### src/rtl/sig_round_pipe.sv
// Pipelined significand rounder and post-normaliser: it extracts L/r/st and makes the increment decision, then adds and renormalises.
// Optional build macro SIGRND_INEXACT_EN adds the INX output, which carries r|st of the beat.
module sig_round_pipe #(
  parameter int EIN_W = 13,
  parameter bit PIPE2 = 1'b1
) (
  input  logic             clk,
  input  logic             rst_n,
  input  logic             in_valid,
  output logic             in_ready,
  input  logic             s,
  input  logic [EIN_W-1:0] e2,
  input  logic [55:0]      f2,
  input  logic [1:0]       RM,
  input  logic             db,
  output logic             out_valid,
  input  logic             out_ready,
  output logic             s_o,
  output logic [10:0]      e3,
  output logic [52:0]      f3,
  output logic             OVF,
  output logic [1:0]       RM_o,
  output logic             db_o
`ifdef SIGRND_INEXACT_EN
  ,
  output logic             INX
`endif
);

  localparam logic [52:0] HIDDEN_ONE = 53'h10000000000000;
  localparam logic [52:0] ULP_DB     = 53'd1;
  localparam logic [52:0] ULP_SG     = 53'h00000020000000;
  localparam logic signed [EIN_W-1:0] EMAX_DB = EIN_W'(2047);
  localparam logic signed [EIN_W-1:0] EMAX_SG = EIN_W'(255);

  // Stage 1: LSB / round / sticky extraction and the increment decision
  logic        lsb, rnd, stk, inc_d;
  logic [52:0] kept_d;

  always_comb begin
    if (db) begin
      lsb    = f2[3];
      rnd    = f2[2];
      stk    = |f2[1:0];
      kept_d = f2[55:3];
    end else begin
      lsb    = f2[32];
      rnd    = f2[31];
      stk    = |f2[30:0];
      kept_d = {f2[55:32], 29'd0};
    end
    case (RM)
      2'b00:   inc_d = 1'b0;
      2'b01:   inc_d = rnd & (lsb | stk);
      2'b10:   inc_d = ~s & (rnd | stk);
      default: inc_d = s & (rnd | stk);
    endcase
  end

  logic             s1_v_q, s1_s_q, s1_inc_q, s1_db_q;
  logic [EIN_W-1:0] s1_e_q;
  logic [52:0]      s1_kept_q;
  logic [1:0]       s1_rm_q;
  logic             s1_load, s1_adv;

  assign in_ready = ~s1_v_q | s1_adv;
  assign s1_load  = in_valid & in_ready;

  always_ff @(posedge clk or negedge rst_n) begin
    if (!rst_n) begin
      s1_v_q <= 1'b0;
    end else begin
      s1_v_q <= s1_load | (s1_v_q & ~s1_adv);
    end
  end

  always_ff @(posedge clk or negedge rst_n) begin
    if (!rst_n) begin
      s1_s_q    <= 1'b0;
      s1_e_q    <= '0;
      s1_kept_q <= '0;
      s1_inc_q  <= 1'b0;
      s1_rm_q   <= 2'b00;
      s1_db_q   <= 1'b0;
    end else if (s1_load) begin
      s1_s_q    <= s;
      s1_e_q    <= e2;
      s1_kept_q <= kept_d;
      s1_inc_q  <= inc_d;
      s1_rm_q   <= RM;
      s1_db_q   <= db;
    end
  end

`ifdef SIGRND_INEXACT_EN
  logic s1_inx_q;
  always_ff @(posedge clk or negedge rst_n) begin
    if (!rst_n) begin
      s1_inx_q <= 1'b0;
    end else if (s1_load) begin
      s1_inx_q <= rnd | stk;
    end
  end
`endif

  // Stage 2: add at the format LSB; a carry out of the hidden bit renormalises to 1.0 and bumps the exponent
  logic [53:0]      sum;
  logic             carry;
  logic [52:0]      f3_d;
  logic [EIN_W-1:0] e_rnd;
  logic             ovf_d;

  assign sum   = {1'b0, s1_kept_q} + {1'b0, (s1_inc_q ? (s1_db_q ? ULP_DB : ULP_SG) : 53'd0)};
  assign carry = sum[53];
  assign f3_d  = carry ? HIDDEN_ONE : sum[52:0];
  assign e_rnd = s1_e_q + EIN_W'(carry);
  assign ovf_d = $signed(e_rnd) >= (s1_db_q ? EMAX_DB : EMAX_SG);

  if (PIPE2) begin : g_stage2_reg
    logic        s2_v_q, s2_s_q, s2_ovf_q, s2_db_q;
    logic [10:0] s2_e_q;
    logic [52:0] s2_f_q;
    logic [1:0]  s2_rm_q;

    assign s1_adv = s1_v_q & (~s2_v_q | out_ready);

    always_ff @(posedge clk or negedge rst_n) begin
      if (!rst_n) begin
        s2_v_q <= 1'b0;
      end else if (~s2_v_q | out_ready) begin
        s2_v_q <= s1_v_q;
      end
    end

    always_ff @(posedge clk or negedge rst_n) begin
      if (!rst_n) begin
        s2_s_q   <= 1'b0;
        s2_e_q   <= '0;
        s2_f_q   <= '0;
        s2_ovf_q <= 1'b0;
        s2_rm_q  <= 2'b00;
        s2_db_q  <= 1'b0;
      end else if (s1_adv) begin
        s2_s_q   <= s1_s_q;
        s2_e_q   <= e_rnd[10:0];
        s2_f_q   <= f3_d;
        s2_ovf_q <= ovf_d;
        s2_rm_q  <= s1_rm_q;
        s2_db_q  <= s1_db_q;
      end
    end

    assign out_valid = s2_v_q;
    assign s_o       = s2_s_q;
    assign e3        = s2_e_q;
    assign f3        = s2_f_q;
    assign OVF       = s2_ovf_q;
    assign RM_o      = s2_rm_q;
    assign db_o      = s2_db_q;

`ifdef SIGRND_INEXACT_EN
    logic s2_inx_q;
    always_ff @(posedge clk or negedge rst_n) begin
      if (!rst_n) begin
        s2_inx_q <= 1'b0;
      end else if (s1_adv) begin
        s2_inx_q <= s1_inx_q;
      end
    end
    assign INX = s2_inx_q;
`endif
  end else begin : g_stage2_comb
    assign s1_adv    = s1_v_q & out_ready;
    assign out_valid = s1_v_q;
    assign s_o       = s1_s_q;
    assign e3        = e_rnd[10:0];
    assign f3        = f3_d;
    assign OVF       = ovf_d;
    assign RM_o      = s1_rm_q;
    assign db_o      = s1_db_q;
`ifdef SIGRND_INEXACT_EN
    assign INX = s1_inx_q;
`endif
  end

endmodule

### config.mk
export PLATFORM = sky130hd
export DESIGN_NAME = sig_round_pipe
export DESIGN_NICKNAME = d
export VERILOG_FILES = /design/src/rtl/sig_round_pipe.sv
export SDC_FILE = /design/constraint.sdc
export NUM_CORES = 1
export LEC_CHECK = 0
export ABC_AREA = 1
export CAP_MARGIN = 25
export CELL_PAD_IN_SITES_DETAIL_PLACEMENT = 1
export CELL_PAD_IN_SITES_GLOBAL_PLACEMENT = 1
export CORE_AREA = 2 2 141 143
export DETAILED_ROUTE_END_ITERATION = 7
export DIE_AREA = 0 0 143 145
export HOLD_SLACK_MARGIN = 0.03
export PLACE_DENSITY = 0.88
export SLEW_MARGIN = 40
export SYNTH_ARGS = -nofsm -noshare
export SYNTH_HDL_FRONTEND = slang
export SYNTH_SLANG_ARGS = --single-unit
### constraint.sdc
create_clock -name clk -period 5.95 [get_ports clk]
set_clock_uncertainty 0.05 [all_clocks]
set_input_delay 1.19 -clock clk [delete_from_list [all_inputs] [get_ports clk]]
set_output_delay 1.19 -clock clk [all_outputs]
set_load 0.05 [all_outputs]
* Yosys cells after proc, flatten, opt, wreduce, memory -nomap -nowiden *
Index checks and enable logic that the tools add are counted.

operators by class
  bitwise logic cells = 15
  mux-type cells = 9
  reductions and logical operators = 3
  add/sub/neg operators = 2
  equal/unequal tests = 2
  magnitude comparators = 1

operators by type and width
  kind                                                 count
  2-to-1 mux 30 bit                                    2
  adder 53 x 30 -> 54 bit                              1
  2-to-1 mux 53 bit                                    1
  OR reduction 31 bit                                  1
  2-to-1 mux 29 bit                                    1
  adder 13 x 1 -> 13 bit                               1
  greater-or-equal comparator 13 x 12 -> 1 bit         1
  2-to-1 mux 11 bit                                    1
  AND 1 bit                                            6
  OR 1 bit                                             5
  inverter 1 bit                                       4
  2-to-1 mux 1 bit                                     3
  one-hot mux 1 bit (3 select lines)                   1
  equality test 2 x 1 -> 1 bit, second input constant  1
  equality test 2 bit, second input constant           1
  zero test 2 bit                                      1
  OR reduction 2 bit                                   1

word-level totals
  logic and storage cells = 46
  register bits = 142
  output and inout port bits = 71
  bits of input ports = 77

* Depth between registers and ports, before layout *
Gate-level depths: netlist of run 1.

  depth in word-level cells = 6
  gate-level depth with buffers = 29
  gate-level depth less buffers = 29

* Least setup slack after synthesis of run 1 *
No wires, ideal clock.

  path kind = flip-flop to flip-flop
  from = reg s1_inc_q
  to = reg g_stage2_reg.s2_ovf_q (netlist: OVF)
  data required time = 5.834 ns
  arrival = 3.225 ns
  setup slack = 2.609 ns
  cell stages (with the launch flop) = 30
  period minus slack after synthesis = 3.341 ns
  buffers on the path = 0
  cells stage by stage = dfrtp_1 -> inv_1 -> nor2_1 -> ha_1 -> nand2_1 -> nor2_2 -> nand2_1 -> nor2_2 -> nand3_2 -> nand2_4 -> nand3_4 -> inv_1 -> ha_1 -> nand3_1 -> nor2_1 -> nand2_1 -> nor2_1 -> nand2_1 -> xnor2_1 -> ha_1 -> nand3_1 -> nor2_1 -> nand2_1 -> nor2_1 -> nand3_1 -> nand2_1 -> nand2_1 -> nand2_1 -> nand2_1 -> nand2_1

on the way
  word-level cells in the longest chain between the ends = 4

RTL lines
  element                                       line  source
  start: declaration                            60    logic s1_v_q, s1_s_q, s1_inc_q, s1_db_q;
  start signal: assignment                      89    s1_inc_q <= inc_d;
  2-to-1 mux 30 bit                             113   assign sum = {1'b0, s1_kept_q} + {1'b0, (s1_inc_q ? (s1_db_q ? ULP_DB : ULP_SG) : 53'd0)};
  adder 53 x 30 -> 54 bit                       113
  adder 13 x 1 -> 13 bit                        116   assign e_rnd = s1_e_q + EIN_W'(carry);
  net e_rnd[8]                                  110   logic [EIN_W-1:0] e_rnd;
  greater-or-equal comparator 13 x 12 -> 1 bit  117   assign ovf_d = $signed(e_rnd) >= (s1_db_q ? EMAX_DB : EMAX_SG);
  end signal: assignment                        147   s2_ovf_q <= ovf_d;
  end: declaration                              120   logic s2_v_q, s2_s_q, s2_ovf_q, s2_db_q;

The timed path passes the listed nets, and every way through them passes these cells.
A chain may end at the register's enable or synchronous reset.

* Worst setup path in the final report of run 1 *
Same ends and word-level chain as after synthesis.

==> metrics.csv, run 1 <==
metric;value;unit
most frequent CP cell;nand2_1;
post-route cell area;9900;µm²
kind of end point of the critical path;register;
gr usage total;0.255;
Synth Area in Simple Gates;0.337;
H-tree Lvls;4;
DP Area;9290;µm²
# Max-Cap Violations;0;
clock latency on the worst-skew pair;0.44;ns
initial antenna violation count;0;
Slew @ Worst Pin;0.790;ns
CTS tree;yes;
clock buffer depth;2;
Pwr Density;338;nW/µm²
Post-CTS Hold Buffers;0;
pre-CTS setup slack;1.97;ns
vias in the first global route;8108;
CP Data Arrival Time;4.38;ns
final worst slack;1.88;ns
DP Wirelength;18.6;mm
Final min period;4.07;ns
Synth Area in XOR/XNOR;0.0404;
diode count;0;
post-CTS sizing;0;
Post-Synth Adder-Cell Area;0.0132;
f_max;246;MHz
layout cells sized above 1;0.0493;
post-synthesis net count;1127;
placed cells;1430;
die height;145;µm
Crit-path slowest cell;dfrtp_1;
status;completed;
commonest non-fill, non-tap cell in the layout;nand2_1;
via count;7495;
Fin Hold WS;0.424;ns
CP Class;register to register;
peak supply drop;0.000210;V
Vias per Instance;5.13;
met3 WL;1.40;mm
ANT nets after route;0;
largest family of logic cells by synthesized area;simple AND/OR/NAND/NOR gates;
post-route insts no fill;1462;
Yosys top cell area share;0.469;
Worst Hold Class;register to register;
WL per Instance;17.4;µm
largest net degree at the start of global routing;100;
DRT Pass-1 Iters;5;
FP Rows;51;
Routability Congestion;0.950;
mapped cell area;7580;µm²
Compound-Gate Fraction of Synth Area;0.0695;
RSZ-0062 raised after global routing;false;
Final Hold Fails;0;
Max-slew headroom;0.472;
Num CTS Buffers;17;
Yosys Warn Count;0;
Initial Util;0.395;
first-pass GRT wire length;41.5;mm
wire length on met2;12.8;mm
CP Max Fanout;6;
Die Width;143;µm
CTS sink cnt;142;
Clock transition at path regs;0.06;ns
Synth area leaders;dfrtp_1 47%, nand2_1 21%, inv_1 5.2%, o21ai_0 5.1%, nor2_1 5.1%;
most frequent cells in the layout;419 x nand2_1, 146 x clkdlybuf4s50_1, 142 x dfrtp_1;
initial DRC count;489;
PortBufs;147;
Unique masters post-synth;30;
Synth Instances;1042;
post-synthesis mux area share;0;
post-synthesis sequential area ratio;0.469;
TNS Setup;0;ns
slowest stage delay, CP;0.40;ns
Die Area;20700;µm²
average size of a mapped cell;7.28;µm²
final net count;1270;
max-slew violations;0;
root buffer cell;clkbuf_16;
fin crit share;0.683;
postcts setup bufs;0;
DRC;0;
io pins;148;
Yosys top cell by area;dfrtp_1;
WL met1;10.7;mm
# setup viols final;0;
area grow syn2layout;30.5;%
Leak Pwr;4.61;nW
Yosys reg bits;142;
final wirelength;25.4;mm
GRT overflow;0;
core footprint;19200;µm²
Crit path required time;6.27;ns
CP startpoint kind;register;
Top Layer Used;met4;
-- cells by family after synthesis --
logic type                 count (synthesis)
DFF                                      142
adders and majority gates                  8
buffers and inverters                    134
and+or+nand+nor                          624
AOI/OAI and AO/OA                         99
xor gates and xnor gates                  35
-- synthesized netlist by cell type --
master / n
o22ai_1: 16
nand3_2: 1
nor2_4: 1
nand3_1: 54
nand2_1: 420
nor2_1: 102
nor3_1: 10
xor2_1: 30
nor2_2: 8
inv_1: 105
a21oi_1: 1
nand2_4: 2
buf_8: 1
o21a_1: 1
o21ai_0: 77
nand4_1: 10
buf_6: 3
nand3_4: 1
a31oi_1: 1
ha_1: 8
nand2_2: 5
clkbuf_1: 23
and2_1: 1
o211ai_1: 1
xnor2_1: 5
a21boi_0: 2
buf_1: 2
dfrtp_1: 142
nand3b_1: 8
or2_2: 1
-- final cells by class --
type / instances / area [µm²]
clock buffers: 18 / 439
inverters: 105 / 394
well taps: 265 / 332
multi-input cells: 766 / 3490
clock inverters: 13 / 140
flip-flops and latches: 142 / 3550
repair buffers: 153 / 1550
fillers: 2363 / 9310
-- routing by layer --
metal,up-vias,track usage
li1,3531,-
met1,3693,0.320
met2,222,0.434
met3,49,0.0591
met4,0,0.0748
met5,-,0
-- registers in the layout, indices dropped and copies added, names as in the netlist --
name,cells
s_o,1
db_o,1
OVF,1
s1_v_q,1
s1_rm_q,2
s1_db_q,1
out_valid,1
s1_e_q,13
s1_s_q,1
f3,53
e3,11
s1_inc_q,1
s1_kept_q,53
RM_o,2
-- per-stage QoR --
stage,utilization,power (mW)
final,0.515,3.34
after global routing,0.515,3.49
after global placement,0.483,2.25
after CTS,0.514,3.36
after detailed placement,0.483,2.29
after floorplan,-,1.87
-- critical path: cells and delay by family (launching register included) --
| kind | cells | cell delay, ns |
|---|---|---|
| fa+ha+maj | 3 | 0.83 |
| xor+xnor | 1 | 0.16 |
| buf+inv | 2 | 0.22 |
| flops | 1 | 0.40 |
| simple gates | 23 | 2.33 |
-- where the power goes --
group	switching, mW	leakage [nW]	internal [mW]
logic	0.677	2.53	0.331
clock network	0.441	0.286	0.627
registers	0.139	1.80	1.13
-- worst paths after layout --
path / start / endpoint / slack, ns / cells after the start
worst max-delay path: s1_inc_q / OVF / 1.88 / 29
worst min-delay path: s1_rm_q[1] / RM_o[1] / 0.42 / 2
worst max register to register: s1_inc_q / OVF / 1.88 / 29
worst min register to register: s1_rm_q[1] / RM_o[1] / 0.42 / 2
max in group asynchronous: rst_n / s1_kept_q[20] / 4.06 / 3
min in group asynchronous: rst_n / f3[4] / 0.54 / 1
No activity file was read; power rests on OpenSTA's default activity.
==> run 2, diff against run 1 <==
--- a/config.mk
+++ b/config.mk
@@ -9,11 +9,11 @@
 export CAP_MARGIN = 25
 export CELL_PAD_IN_SITES_DETAIL_PLACEMENT = 1
 export CELL_PAD_IN_SITES_GLOBAL_PLACEMENT = 1
-export CORE_AREA = 2 2 141 143
+export CORE_AREA = 2 2 145 147
 export DETAILED_ROUTE_END_ITERATION = 7
-export DIE_AREA = 0 0 143 145
+export DIE_AREA = 0 0 147 149
 export HOLD_SLACK_MARGIN = 0.03
-export PLACE_DENSITY = 0.88
+export PLACE_DENSITY = 0.84
 export SLEW_MARGIN = 40
 export SYNTH_ARGS = -nofsm -noshare
 export SYNTH_HDL_FRONTEND = slang
==> constraint.sdc (replaced) <==
create_clock -name clk -period 4.2 [get_ports clk]
set_clock_uncertainty 0.05 [all_clocks]
set_input_delay 0.84 -clock clk [delete_from_list [all_inputs] [get_ports clk]]
set_output_delay 0.84 -clock clk [all_outputs]
set_load 0.05 [all_outputs]
==> run 2 against run 1 <==
Setup slack got worse by 1.4 ns. Maximum frequency rose by 8.4%. Cell area rose by 0.32%. Sequential power rose by 41%. Non-clock buffer count rose by 3. First-iteration DRC count fell by 8.6%. Critical endpoint unchanged. Core utilization fell by 3.2 points. Via count fell by 0.45%. Sequential cell count did not move. Cell count rose by 0.96%. Largest power group unchanged. Combinational power rose by 42%.
==> metrics.csv, run 2 (synthesis results as in run 1) <==
metric;value;unit;change
status;completed;;
peak supply drop;0.000320;V;+52%
fin crit share;0.893;;+0.210
CTS tree;yes;;
first-pass GRT wire length;41.0;mm;-1.0%
clock latency on the worst-skew pair;0.46;ns;+0.02 ns
Worst Hold Class;primary input to asynchronous set/reset pin;;
DRT Pass-1 Iters;5;;unchanged
RSZ-0062 raised after global routing;false;;
die height;149;µm;+2.8%
Routability Congestion;0.938;;-1.2%
DP Wirelength;18.9;mm;+1.3%
Initial Util;0.369;;-0.0259
placed cells;1442;;+0.84%
Max-slew headroom;0.446;;-0.0263
r2r worst-path depth;29;;unchanged
Final min period;3.75;ns;-0.315 ns
CP Class;register to register;;
most frequent cells in the layout;419 x nand2_1, 146 x clkdlybuf4s50_1, 142 x dfrtp_1;;
Crit-path slowest cell;dfrtp_1;;
gr usage total;0.240;;-0.0146
H-tree Lvls;4;;unchanged
max-slew violations;0;;unchanged
initial DRC count;447;;-8.6%
CP startpoint kind;register;;
final wirelength;25.3;mm;-0.32%
CP Max Fanout;6;;unchanged
# Max-Cap Violations;0;;unchanged
Crit path required time;4.53;ns;-1.74 ns
Slew @ Worst Pin;0.830;ns;+0.0393 ns
CTS sink cnt;142;;unchanged
final net count;1273;;+0.24%
largest net degree at the start of global routing;91;;-9.0%
Die Area;21900;µm²;+5.6%
diode count;0;;unchanged
most frequent CP cell;nand2_1;;
GRT overflow;0;;unchanged
initial antenna violation count;0;;unchanged
layout cells sized above 1;0.0558;;+0.00650
Num CTS Buffers;17;;unchanged
kind of end point of the critical path;register;;
PortBufs;147;;unchanged
Vias per Instance;5.05;;-1.4%
area grow syn2layout;31.0;%;
WL per Instance;17.2;µm;-1.3%
# setup viols final;0;;unchanged
io pins;148;;unchanged
slowest stage delay, CP;0.39;ns;about the same
TNS Setup;0;ns;unchanged
commonest non-fill, non-tap cell in the layout;nand2_1;;
Final Hold Fails;0;;unchanged
via count;7461;;-0.45%
FP Rows;53;;+3.9%
core footprint;20600;µm²;+7.0%
ANT nets after route;0;;unchanged
Die Width;147;µm;+2.8%
clock buffer depth;2;;unchanged
CP Data Arrival Time;4.09;ns;-0.29 ns
Leak Pwr;4.61;nW;about the same
root buffer cell;clkbuf_16;;
post-route insts no fill;1476;;+0.96%
vias in the first global route;7820;;-3.6%
f_max;267;MHz;+8.4%
Pwr Density;475;nW/µm²;+41%
DRC;0;;unchanged
Clock transition at path regs;0.07;ns;about the same
Fill cells;2587;;+9.5%
## run 2: cell count changes in the layout (fill, tap and decap cells not counted), moves of 2 or more
cell,delta
bufinv_16,-2
inv_8,+4
clkinv_2,-4
inv_6,+3
nor2_1,-2
buf_4,+3
## run 2: final cells by class
class                      instances  area, µm²  area share
tap                              275        344      0.0347
sequential                       142       3550       0.358
clock buffer                      17        425      0.0428
multi-input combinational        766       3510       0.353
inverter                         105        394      0.0397
clock inverter                    15        146      0.0147
timing repair buffer             156       1560       0.157
## run 2: path summary, 6_finish.rpt
check	from	to	slack [ns]
setup reg to reg	s1_inc_q	OVF	0.45
setup / recovery	s1_inc_q	OVF	0.45
min in group clk	s1_rm_q[1]	RM_o[1]	0.42
hold reg to reg	s1_rm_q[1]	RM_o[1]	0.42
hold / removal	rst_n	f3[4]	0.28
max in group asynchronous	rst_n	s1_kept_q[27]	2.94
## run 2: critical path: cells and delay by family, from the launching register on
family        cells  cell delay (ns)
fa+ha+maj         3             0.78
simple gates     23             2.13
xor+xnor          1             0.16
flops             1             0.39
buf+inv           2             0.16
## run 2: per-layer routing
layer | vias up | global-route usage | wire [µm]
met1 | 3695 | 0.306 | 10900
met3 | 43 | 0.0437 | 1140
met2 | 175 | 0.410 | 12600
met4 | 0 | 0.0894 | 639
li1 | 3548 | - | -
met5 | - | 0 | 0
## run 2: stage by stage
stage	setup slack [ns]	utilization	instance area (µm²)	hold slack (ns)	power [mW]
CTS	0.210	0.481	9890	0.313	4.74
global route	0.00178	0.483	9930	0.328	4.93
floorplan	0.859	-	7580	0.392	2.65
finish	0.449	0.483	9930	0.277	4.72
global placement	0.557	0.454	9320	0.406	3.20
detailed placement	0.335	0.454	9320	0.417	3.24
## run 2: report_power, final
part           switching (mW)  internal (mW)
clock network           0.711          0.787
registers               0.192           1.59
logic                   0.960          0.472
## run 2: repair_timing
item,CTS,global route
hold buffers,0,0
gates resized for setup,0,5
setup buffers,0,2
setup endpoints to repair,0,1
==> run 3, diff against run 2 <==
--- a/config.mk
+++ b/config.mk
@@ -9,11 +9,11 @@
 export CAP_MARGIN = 25
 export CELL_PAD_IN_SITES_DETAIL_PLACEMENT = 1
 export CELL_PAD_IN_SITES_GLOBAL_PLACEMENT = 1
-export CORE_AREA = 2 2 145 147
+export CORE_AREA = 2 2 153 155
 export DETAILED_ROUTE_END_ITERATION = 7
-export DIE_AREA = 0 0 147 149
+export DIE_AREA = 0 0 155 157
 export HOLD_SLACK_MARGIN = 0.03
-export PLACE_DENSITY = 0.84
+export PLACE_DENSITY = 0.8
 export SLEW_MARGIN = 40
 export SYNTH_ARGS = -nofsm -noshare
 export SYNTH_HDL_FRONTEND = slang
==> constraint.sdc (replaced) <==
create_clock -name clk -period 3.3 [get_ports clk]
set_clock_uncertainty 0.05 [all_clocks]
set_input_delay 0.66 -clock clk [delete_from_list [all_inputs] [get_ports clk]]
set_output_delay 0.66 -clock clk [all_outputs]
set_load 0.05 [all_outputs]
==> run 3 against run 2 <==
The flow now finishes with violations (setup timing). Largest power group unchanged. Clock power is 32% higher. Maximum frequency increased by 5.0%. Sequential share of layout area down 1.5 points. Critical endpoint unchanged. First-iteration DRC count is 5.4% lower.
==> metrics.csv, run 3 (synthesis results as in run 1) <==
metric;value;unit;change
ANT nets after route;0;;unchanged
Routability Congestion;0.944;;+0.63%
PortBufs;147;;unchanged
area grow syn2layout;36.8;%;
# Max-Cap Violations;0;;unchanged
kind of end point of the critical path;register;;
die height;157;µm;+5.4%
area of the multi-input gates;3580;µm²;+2.1%
DRT Pass-1 Iters;4;;-1
Max-slew headroom;0.479;;+0.0337
Pwr Total;6.15;mW;+30%
DRC;0;;unchanged
Clock transition at path regs;0.06;ns;about the same
reg2reg end;OVF;;
CP Class;register to register;;
layout cells sized above 1;0.0934;;+0.0376
initial DRC count;423;;-5.4%
flop-to-flop setup slack;-0.27;ns;-0.72 ns
io pins;148;;unchanged
GR Util met3;0.0427;;-0.00105
clock latency on the worst-skew pair;0.44;ns;-0.02 ns
GRT overflow;0;;unchanged
max-slew violations;0;;unchanged
most frequent cells in the layout;415 x nand2_1, 146 x clkdlybuf4s50_1, 142 x dfrtp_1;;
switching share of total power;0.370;;-0.0255
peak supply drop;0.000352;V;+10%
CTS sink cnt;142;;unchanged
CTS tree;yes;;
most frequent CP cell;nand2_1;;
H-tree Lvls;4;;unchanged
Internal;3.88;mW;+36%
post-route insts no fill;1527;;+3.5%
r2r worst-path depth;29;;unchanged
Initial Util;0.337;;-0.0319
clock buffer depth;2;;unchanged
Vias per Instance;4.98;;-1.6%
pre-CTS setup slack;-0.159;ns;-0.493 ns
Final Util;0.461;;-0.0221
Fin Hold WS;0.0748;ns;-0.202 ns
switching power;2.27;mW;+22%
Crit-path slowest cell;dfrtp_1;;
post-route cell area;10400;µm²;+4.4%
sequential power share;0.367;;-0.012
register area;3550;µm²;unchanged
vias in the first global route;8126;;+3.9%
busiest grt layer;met2;;
CP Data Arrival Time;3.90;ns;-0.19 ns
initial antenna violation count;0;;unchanged
CP endpoint;OVF;;
reg2reg start;s1_inc_q;;
CP startpoint kind;register;;
FP Rows;55;;+3.8%
Pwr Density;593;nW/µm²;+25%
# setup viols final;1;;+1
met1 Use GR;0.283;;-0.0228
CP Launch Point;s1_inc_q;;
Crit path required time;3.62;ns;-0.91 ns
Slew @ Worst Pin;0.779;ns;-0.0505 ns
clock network power share;0.322;;+0.004
via count;7597;;+1.8%
status;complete, but fails checks;;
Final Hold Fails;0;;unchanged
core footprint;22500;µm²;+9.5%
final worst slack;-0.272;ns;-0.721 ns
commonest non-fill, non-tap cell in the layout;nand2_1;;
Num CTS Buffers;17;;unchanged
root buffer cell;clkbuf_16;;
Worst Hold Class;primary input to asynchronous set/reset pin;;
grt met2 use;0.395;;-0.0147
placed cells;1478;;+2.5%
Leak Pwr;4.85;nW;+5.3%
WL per Instance;17.7;µm;+2.8%
final net count;1315;;+3.3%
CP Max Fanout;2;;-4
slowest stage delay, CP;0.38;ns;about the same
combinational power share;0.310;;+0.006
TNS Setup;-0.272;ns;-0.272 ns
Die Width;155;µm;+5.4%
Die Area;24300;µm²;+11%
Final min period;3.57;ns;-0.179 ns
Post-CTS Hold Buffers;0;;unchanged
DP Area;9550;µm²;+2.5%
f_max;280;MHz;+5.0%
fin crit share;1.08;;+0.189
DP Wirelength;19.8;mm;+4.9%
Fill cells;2757;;+6.6%
final wirelength;27.0;mm;+6.4%
largest net degree at the start of global routing;73;;-20%
diode count;0;;unchanged
RSZ-0062 raised after global routing;true;;
failing checks;setup timing;;
first-pass GRT wire length;42.8;mm;+4.4%
gr usage total;0.226;;-0.0142
[run 3: cell type report]
class                   count  share of cell area
flip-flops and latches    142               0.343
multi-input cells         766               0.345
clock inverters             9              0.0104
inverters                 105              0.0382
well taps                 285              0.0344
repair buffers            198               0.181
clock buffers              22              0.0477
[run 3: worst min-delay path by stage]
stage,endpoint,cells past startpoint,from
finish,s1_e_q[3],1,rst_n
CTS,s1_e_q[8],1,rst_n
floorplan,OVF,0,rst_n
detailed placement,RM_o[0],2,s1_rm_q[0]
global route,e3[5],1,rst_n
global placement,RM_o[1],2,s1_rm_q[1]
[run 3: what timing repair did]
| action | 4_1_cts | 5_1_grt |
|---|---|---|
| pin swaps | 9 | 16 |
| endpoints found under the setup margin | 1 | 1 |
| gates resized for setup | 6 | 10 |
| hold endpoints to repair | 0 | 0 |
| cloned | 0 | 0 |
| buffers inserted | 13 | 5 |
[run 3: power groups by stage]
stage | clock network [mW] | registers (mW) | logic [mW]
3_3_place_gp | 0 | 2.26 | 1.87
5_1_grt | 2.08 | 2.29 | 2.05
6_report | 1.98 | 2.26 | 1.91
4_1_cts | 2.01 | 2.26 | 1.92
2_1_floorplan | 0 | 2.87 | 0.505
3_5_place_dp | 0 | 2.28 | 1.90
[run 3: metal layers]
metal	vias up	routed length, µm
li1	3623	-
met2	210	13300
met4	0	574
met1	3720	11700
met3	44	1360
met5	-	0
[run 3: critical path: cells and delay by family (launching register included)]
| kind | cells | cell delay [ns] |
|---|---|---|
| buffers and inverters | 2 | 0.15 |
| xor gates and xnor gates | 1 | 0.16 |
| DFF | 1 | 0.38 |
| and+or+nand+nor | 23 | 2.04 |
| adders and majority gates | 3 | 0.74 |
